### src/rtl/dice_pkg.sv
// Shared types, pip pattern table and decode helper for the eight-sided LED die.
package dice_pkg;

    localparam int unsigned DICE_W = 3;
    localparam int unsigned LED_W  = 9;

    typedef logic [DICE_W-1:0] dice_val_t;
    typedef logic [LED_W-1:0]  led_grid_t;

    // Row-major 3x3 grid, bit 4 is the centre; entry s lights s+1 pips.
    localparam led_grid_t PIP_PATTERN [0:7] = '{
        9'h010, 9'h101, 9'h111, 9'h145,
        9'h155, 9'h16D, 9'h17D, 9'h1EF
    };

    function automatic led_grid_t pips_to_led(input dice_val_t v);
        return PIP_PATTERN[v];
    endfunction

endpackage

### src/rtl/eight_dice_if.sv
// Value/roll request and LED/value display bundle for the eight-sided die.
interface eight_dice_if;
    import dice_pkg::*;

    dice_val_t s;
    logic      roll;
    led_grid_t out;
    dice_val_t value;

    modport master (output s, output roll, input out, input value);
    modport slave  (input s, input roll, output out, output value);

endinterface

### src/rtl/dice_roll_counter.sv
// Free-running 3-bit roll counter: advances while enabled, wraps 7->0, holds otherwise.
module dice_roll_counter
    import dice_pkg::*;
(
    input  logic      clk,
    input  logic      rst,
    input  logic      en,
    output dice_val_t count
);

    always_ff @(posedge clk or posedge rst) begin
        if (rst) begin
            count <= '0;
        end else if (en) begin
            count <= count + DICE_W'(1);
        end
    end

endmodule

### src/rtl/eight_dice.sv
// Registered dice-value to 3x3 pip decoder with an internal roll counter source.
module eight_dice
    import dice_pkg::*;
#(
    parameter bit ACTIVE_LOW = 1'b0
) (
    input  logic         clk,
    input  logic         rst,
    eight_dice_if.slave  bus
);

    // All-off panel level, which depends on the LED drive polarity.
    localparam led_grid_t LED_OFF = ACTIVE_LOW ? '1 : '0;

    dice_val_t count;
    dice_val_t sel_c;
    led_grid_t led_c;

    dice_roll_counter u_roll (
        .clk   (clk),
        .rst   (rst),
        .en    (bus.roll),
        .count (count)
    );

    always_comb begin
        sel_c = bus.s;
        if (bus.roll) begin
            sel_c = count;
        end
        led_c = pips_to_led(sel_c) ^ {LED_W{ACTIVE_LOW}};
    end

    // Pattern and value are captured together so the panel never shows a mixed state.
    always_ff @(posedge clk or posedge rst) begin
        if (rst) begin
            bus.value <= '0;
            bus.out   <= LED_OFF;
        end else begin
            bus.value <= sel_c;
            bus.out   <= led_c;
        end
    end

endmodule

### src/flat_wrapper.sv
// flat-port wrapper written by rule: the top's interface ports become plain ports
module eight_dice_flat import dice_pkg::*;
#(
    parameter bit ACTIVE_LOW = 1'b0
)
  (clk, rst, bus_s, bus_roll, bus_out, bus_value);
  eight_dice_if bus_i ();
  input  logic clk;
  input  logic rst;
  input wire logic [$bits(bus_i.s)-1:0] bus_s;
  input wire logic [$bits(bus_i.roll)-1:0] bus_roll;
  output wire logic [$bits(bus_i.out)-1:0] bus_out;
  output wire logic [$bits(bus_i.value)-1:0] bus_value;
  assign bus_i.s = bus_s;
  assign bus_i.roll = bus_roll;
  assign bus_out = bus_i.out;
  assign bus_value = bus_i.value;
  eight_dice #(.ACTIVE_LOW(ACTIVE_LOW)) u_core (.clk(clk), .rst(rst), .bus(bus_i));
endmodule
### config.mk
export PLATFORM = sky130hd
export DESIGN_NAME = eight_dice_flat
export DESIGN_NICKNAME = d
export VERILOG_FILES = /design/src/rtl/dice_pkg.sv /design/src/rtl/eight_dice_if.sv /design/src/rtl/dice_roll_counter.sv /design/src/rtl/eight_dice.sv /design/src/flat_wrapper.sv
export SDC_FILE = /design/constraint.sdc
export NUM_CORES = 1
export LEC_CHECK = 0
export CAP_MARGIN = 10
export CORE_AREA = 2 2 39 41
export DETAILED_ROUTE_END_ITERATION = 16
export DIE_AREA = 0 0 41 43
export DONT_BUFFER_PORTS = 1
export SETUP_SLACK_MARGIN = 0.5
export SLEW_MARGIN = 20
export SYNTH_ARGS = -nofsm -noshare
export SYNTH_HDL_FRONTEND = slang
export SYNTH_SLANG_ARGS = --single-unit
### constraint.sdc
create_clock -name clk -period 1.6 [get_ports clk]
set_clock_uncertainty 0.15 [all_clocks]
set_input_delay 0.32 -clock clk [delete_from_list [all_inputs] [get_ports clk]]
set_output_delay 0.32 -clock clk [all_outputs]
set_load 0.05 [all_outputs]
; Word-level counts from Yosys, hierarchy flattened
; Memory sizes are Yosys's and may differ from the RTL's. A register that Yosys moved wholly into a read port is not among the register bits.
; Cells that the tools add are included.
[classes]
n_addsub = 1
muxes = 1
bitwise_logic = 1
[ops]
columns = operator, count
row1 = 3-bit inverter with 4-bit output, 1
row2 = "3-bit by 1-bit adder with 3-bit output, second input constant", 1
row3 = 3-bit 2-to-1 mux, 1
[totals]
ff_bits = 6
romBits = 72
inputBits = 6
output_inout_bits = 12
elab_cells = 6
memories = 1
[mem_list]
columns = name, words, width, rd, rd_ports_with_merged_regs, write_ports, line
row1 = (name not given), 8, 9, 1, 1, 0, dice_pkg.sv:17  ; return PIP_PATTERN[v];

; Depth between registers and ports, before layout
[depth]
word_depth = 2
mapped_depth = 3
depth_no_buf = 3

; Cells and area by module
; A second synthesis with hierarchy kept.
[hier_totals]
cells_unflattened = 38
hier_area_um2 = 461.7
[by_module_without_submodules]
columns = module, instances, cells_each, area_per_inst_um2, seq_area_each_um2
row1 = eight_dice, 1, 29, 334.1, 200.2
row2 = dice_roll_counter, 1, 9, 127.6, 75.1

; Worst setup path before layout
; OpenSTA, ideal clock, no wires.
[synth_timing]
path_type = register to output
from = reg u_core.bus.out[5]
to = out bus_out[5]
arrival_time_ns = 0.886
required_ns = 1.130
slack_ns = 0.244
stages_incl_launch_ff = 2
n_path_buf = 1
path_cell_list = dfrtp_1 -> buf_4
[synth_rtl]
columns = element, line
row1 = start: declaration, eight_dice_if.sv:11  ; modport slave (input s, input roll, output out, output value);
row2 = end: declaration, flat_wrapper.sv:12  ; output wire logic [$bits(bus_i.out)-1:0] bus_out;
; No word-level cell between the ends.

==> results.json <==
{
  "detailroute.via_count": 270,
  "critical_path_class": "reg2out",
  "floorplan.initialDensity_pct": 34.6,
  "detail_route.drc_violations": 0,
  "mappedNetlistArea_um2": 479,
  "cts-buffers-inserted": 3,
  "critical_path_arrival_ps": 880,
  "p_leak_nw": 0.241,
  "worstPathMaxFanout": 2,
  "htree_levels": 1,
  "relSlewSlack_pct": 74.2,
  "synthesis.yosys.warnings": 0,
  "fmaxAchievable_mhz": 743,
  "globalRouteTotalUtil_pct": 11.4,
  "routed_via_density": 4.74,
  "synth.top_cells.by_count": "dfrtp_1, nand2_1, buf_4",
  "firstDrtPassIters": 3,
  "syn_avg_cell_area_um2": 12.6,
  "area_of_the_die_mm2": 0.00176,
  "io_buffer_count": 0,
  "first_global_vias": 292,
  "finalWorstSetupSlack_ps": 254,
  "power.total_w": 0.00119,
  "worst_ep_required_time_ps": 1130,
  "setup_viol": 0,
  "grt_start_max_net_pins": 12,
  "timing.critical_path.from_type": "flip-flop",
  "synth_fp_nets": 45,
  "synth_flop_cell": "dfrtp_1",
  "synth_most_common_cell": "dfrtp_1",
  "finish.net_count": 49,
  "final_layout_size_suffix_gt1_share_pct": 43.9,
  "die-height_um": 43,
  "avgRoutedWirePerCell_um": 13.1,
  "die_outline_width_um": 41,
  "number_of_endpoints_with_negative_hold_slack_in_the_final_report": 0,
  "grt.overflow.total": 0,
  "dp_slack_ps": 364,
  "antenna_violations_before_repair": 0,
  "synth_async_sr_flop_share_pct": 100,
  "grt_first_pass_wirelength_mm": 1.26,
  "synth_cell_types": 15,
  "cts-root-to-sink-buffers": 2,
  "synth-seq-cells": 11,
  "power_density_mw_per_mm2": 2190,
  "std_cell_rows": 14,
  "post-synth-top-area-fraction_pct": 57.4,
  "clock_tree.root_cell": "clkbuf_4",
  "hpwl_after_detailed_placement_um": 562,
  "clock_sink_count": 11,
  "run_status": "complete, no violations",
  "yosysTopAreaCell": "dfrtp_1",
  "peakVddDrop_v": 0.000442,
  "synth.top_cells.by_area": "dfrtp_1, buf_4, mux2_4, nand2_1, a22oi_1",
  "area.growth.synth_to_final_pct": 13.1,
  "core_area_mm2": 0.00138,
  "io_pins": 18,
  "final-max-slew-violation-count": 0,
  "total_routed_length_um": 748,
  "hp-class": "in2reg",
  "yosysSeqAreaShare_pct": 57.4,
  "clkSlewWorstSetupHoldPaths_ps": 70,
  "worst-slew-pin-transition_ps": 387,
  "insertion_delay_ps": 260,
  "synthCells": 38,
  "place.gp.congestion": 0.710,
  "critPathCaptureType": "primary output",
  "timing.max_cap.violations": 0,
  "post-route-min-period_ps": 1350,
  "diode_insertion_count_for_antenna_repair": 0,
  "synth_edf_count": 0,
  "route.antenna.remaining_nets": 0,
  "initialDrtViolationCount": 3,
  "grt_setup_unrepaired": "true",
  "cts_tree": "done",
  "timing.setup.tns_ps": 0,
  "finalCritPeriodShare_pct": 84.2
}
layer usage:
metal	GRT usage, %	wire length [um]	vias to the layer above
met2	16.9	387	12
met1	10.8	288	131
met4	11.3	12	0
met3	4.71	59	2
li1	-	-	125
met5	0	0	-
sequential cells by signal (all words and copies together) (netlist names):
register and cells:
u_core.u_roll.count 3, u_core.bus.out 5, u_core.bus.value 3
cells by family after synthesis:
kind of cell,count (synthesis),share of synthesized area (%)
compound gates,4,5.74
xor+xnor,2,3.66
fa+ha+maj,1,2.61
buf+inv,7,10.2
flops,11,57.4
mux,3,8.36
simple gates,10,12.0
metrics by stage:
stage	cell area (um^2)	std cells	hold slack (ps)	utilization [%]
CTS	539	57	13.7	39.0
floorplan	510	38	22.2	-
global route	542	57	25.5	39.2
detailed placement	463	49	59.6	33.5
global placement	463	49	56.6	33.5
finish	542	57	18.9	39.2
where the power goes:
group	leakage [nW]	internal, W	switching [W]	total [W]
clock network	0.0150	0.0000961	0.0000801	0.000176
registers	0.121	0.000397	0.000366	0.000763
logic	0.105	0.000139	0.000110	0.000249
area by class of cell:
type | count | area, um^2
clock buffers | 4 | 26.3
fillers | 137 | 842
inverters | 2 | 7.51
multi-input cells | 20 | 158
flip-flops and latches | 11 | 295
well taps | 16 | 20.0
repair buffers | 4 | 35.0
timing repair:
item                                   CTS  global route
endpoints found under the hold margin   12             0
hold buffers                             2             0
buffers inserted                         2             0
setup endpoints to repair               13            14
pin swaps                                1             0
gates resized for setup                  8             1
final timing paths:
path,slack [ps],from,cells past startpoint,end
min in group asynchronous,330,rst,2,u_core.bus.out[5]$_DFF_PP0_
hold reg to reg,420,u_core.u_roll.count[2]$_DFFE_PP0P_,1,u_core.u_roll.count[2]$_DFFE_PP0P_
hold / removal,20,bus_s[0],1,u_core.bus.out[4]$_DFF_PP0_
max in group asynchronous,660,rst,2,u_core.bus.out[7]$_DFF_PP0_
setup / recovery,250,u_core.bus.out[6]$_DFF_PP0_,0,bus_out[2]
setup reg to reg,400,u_core.u_roll.count[0]$_DFFE_PP0P_,2,u_core.u_roll.count[1]$_DFFE_PP0P_
cell usage in the layout (no fill, tap or decap):
cell	Yosys	routed
nor2b_4	1	1
xor2_1	1	1
dfrtp_4	0	4
mux2_4	2	2
ha_1	1	1
xnor2_1	1	1
dfrtp_1	11	3
nor2_1	3	2
clkbuf_4	0	3
nand2b_4	1	1
inv_1	2	2
a22oi_1	2	2
nand2_1	5	5
nor2_2	0	1
clkbuf_1	0	1
buf_4	4	2
o22ai_1	2	2
dfrtp_2	0	4
mux2i_1	1	1
dlygate4sd3_1	0	2
(Power assumes the default switching activity.)
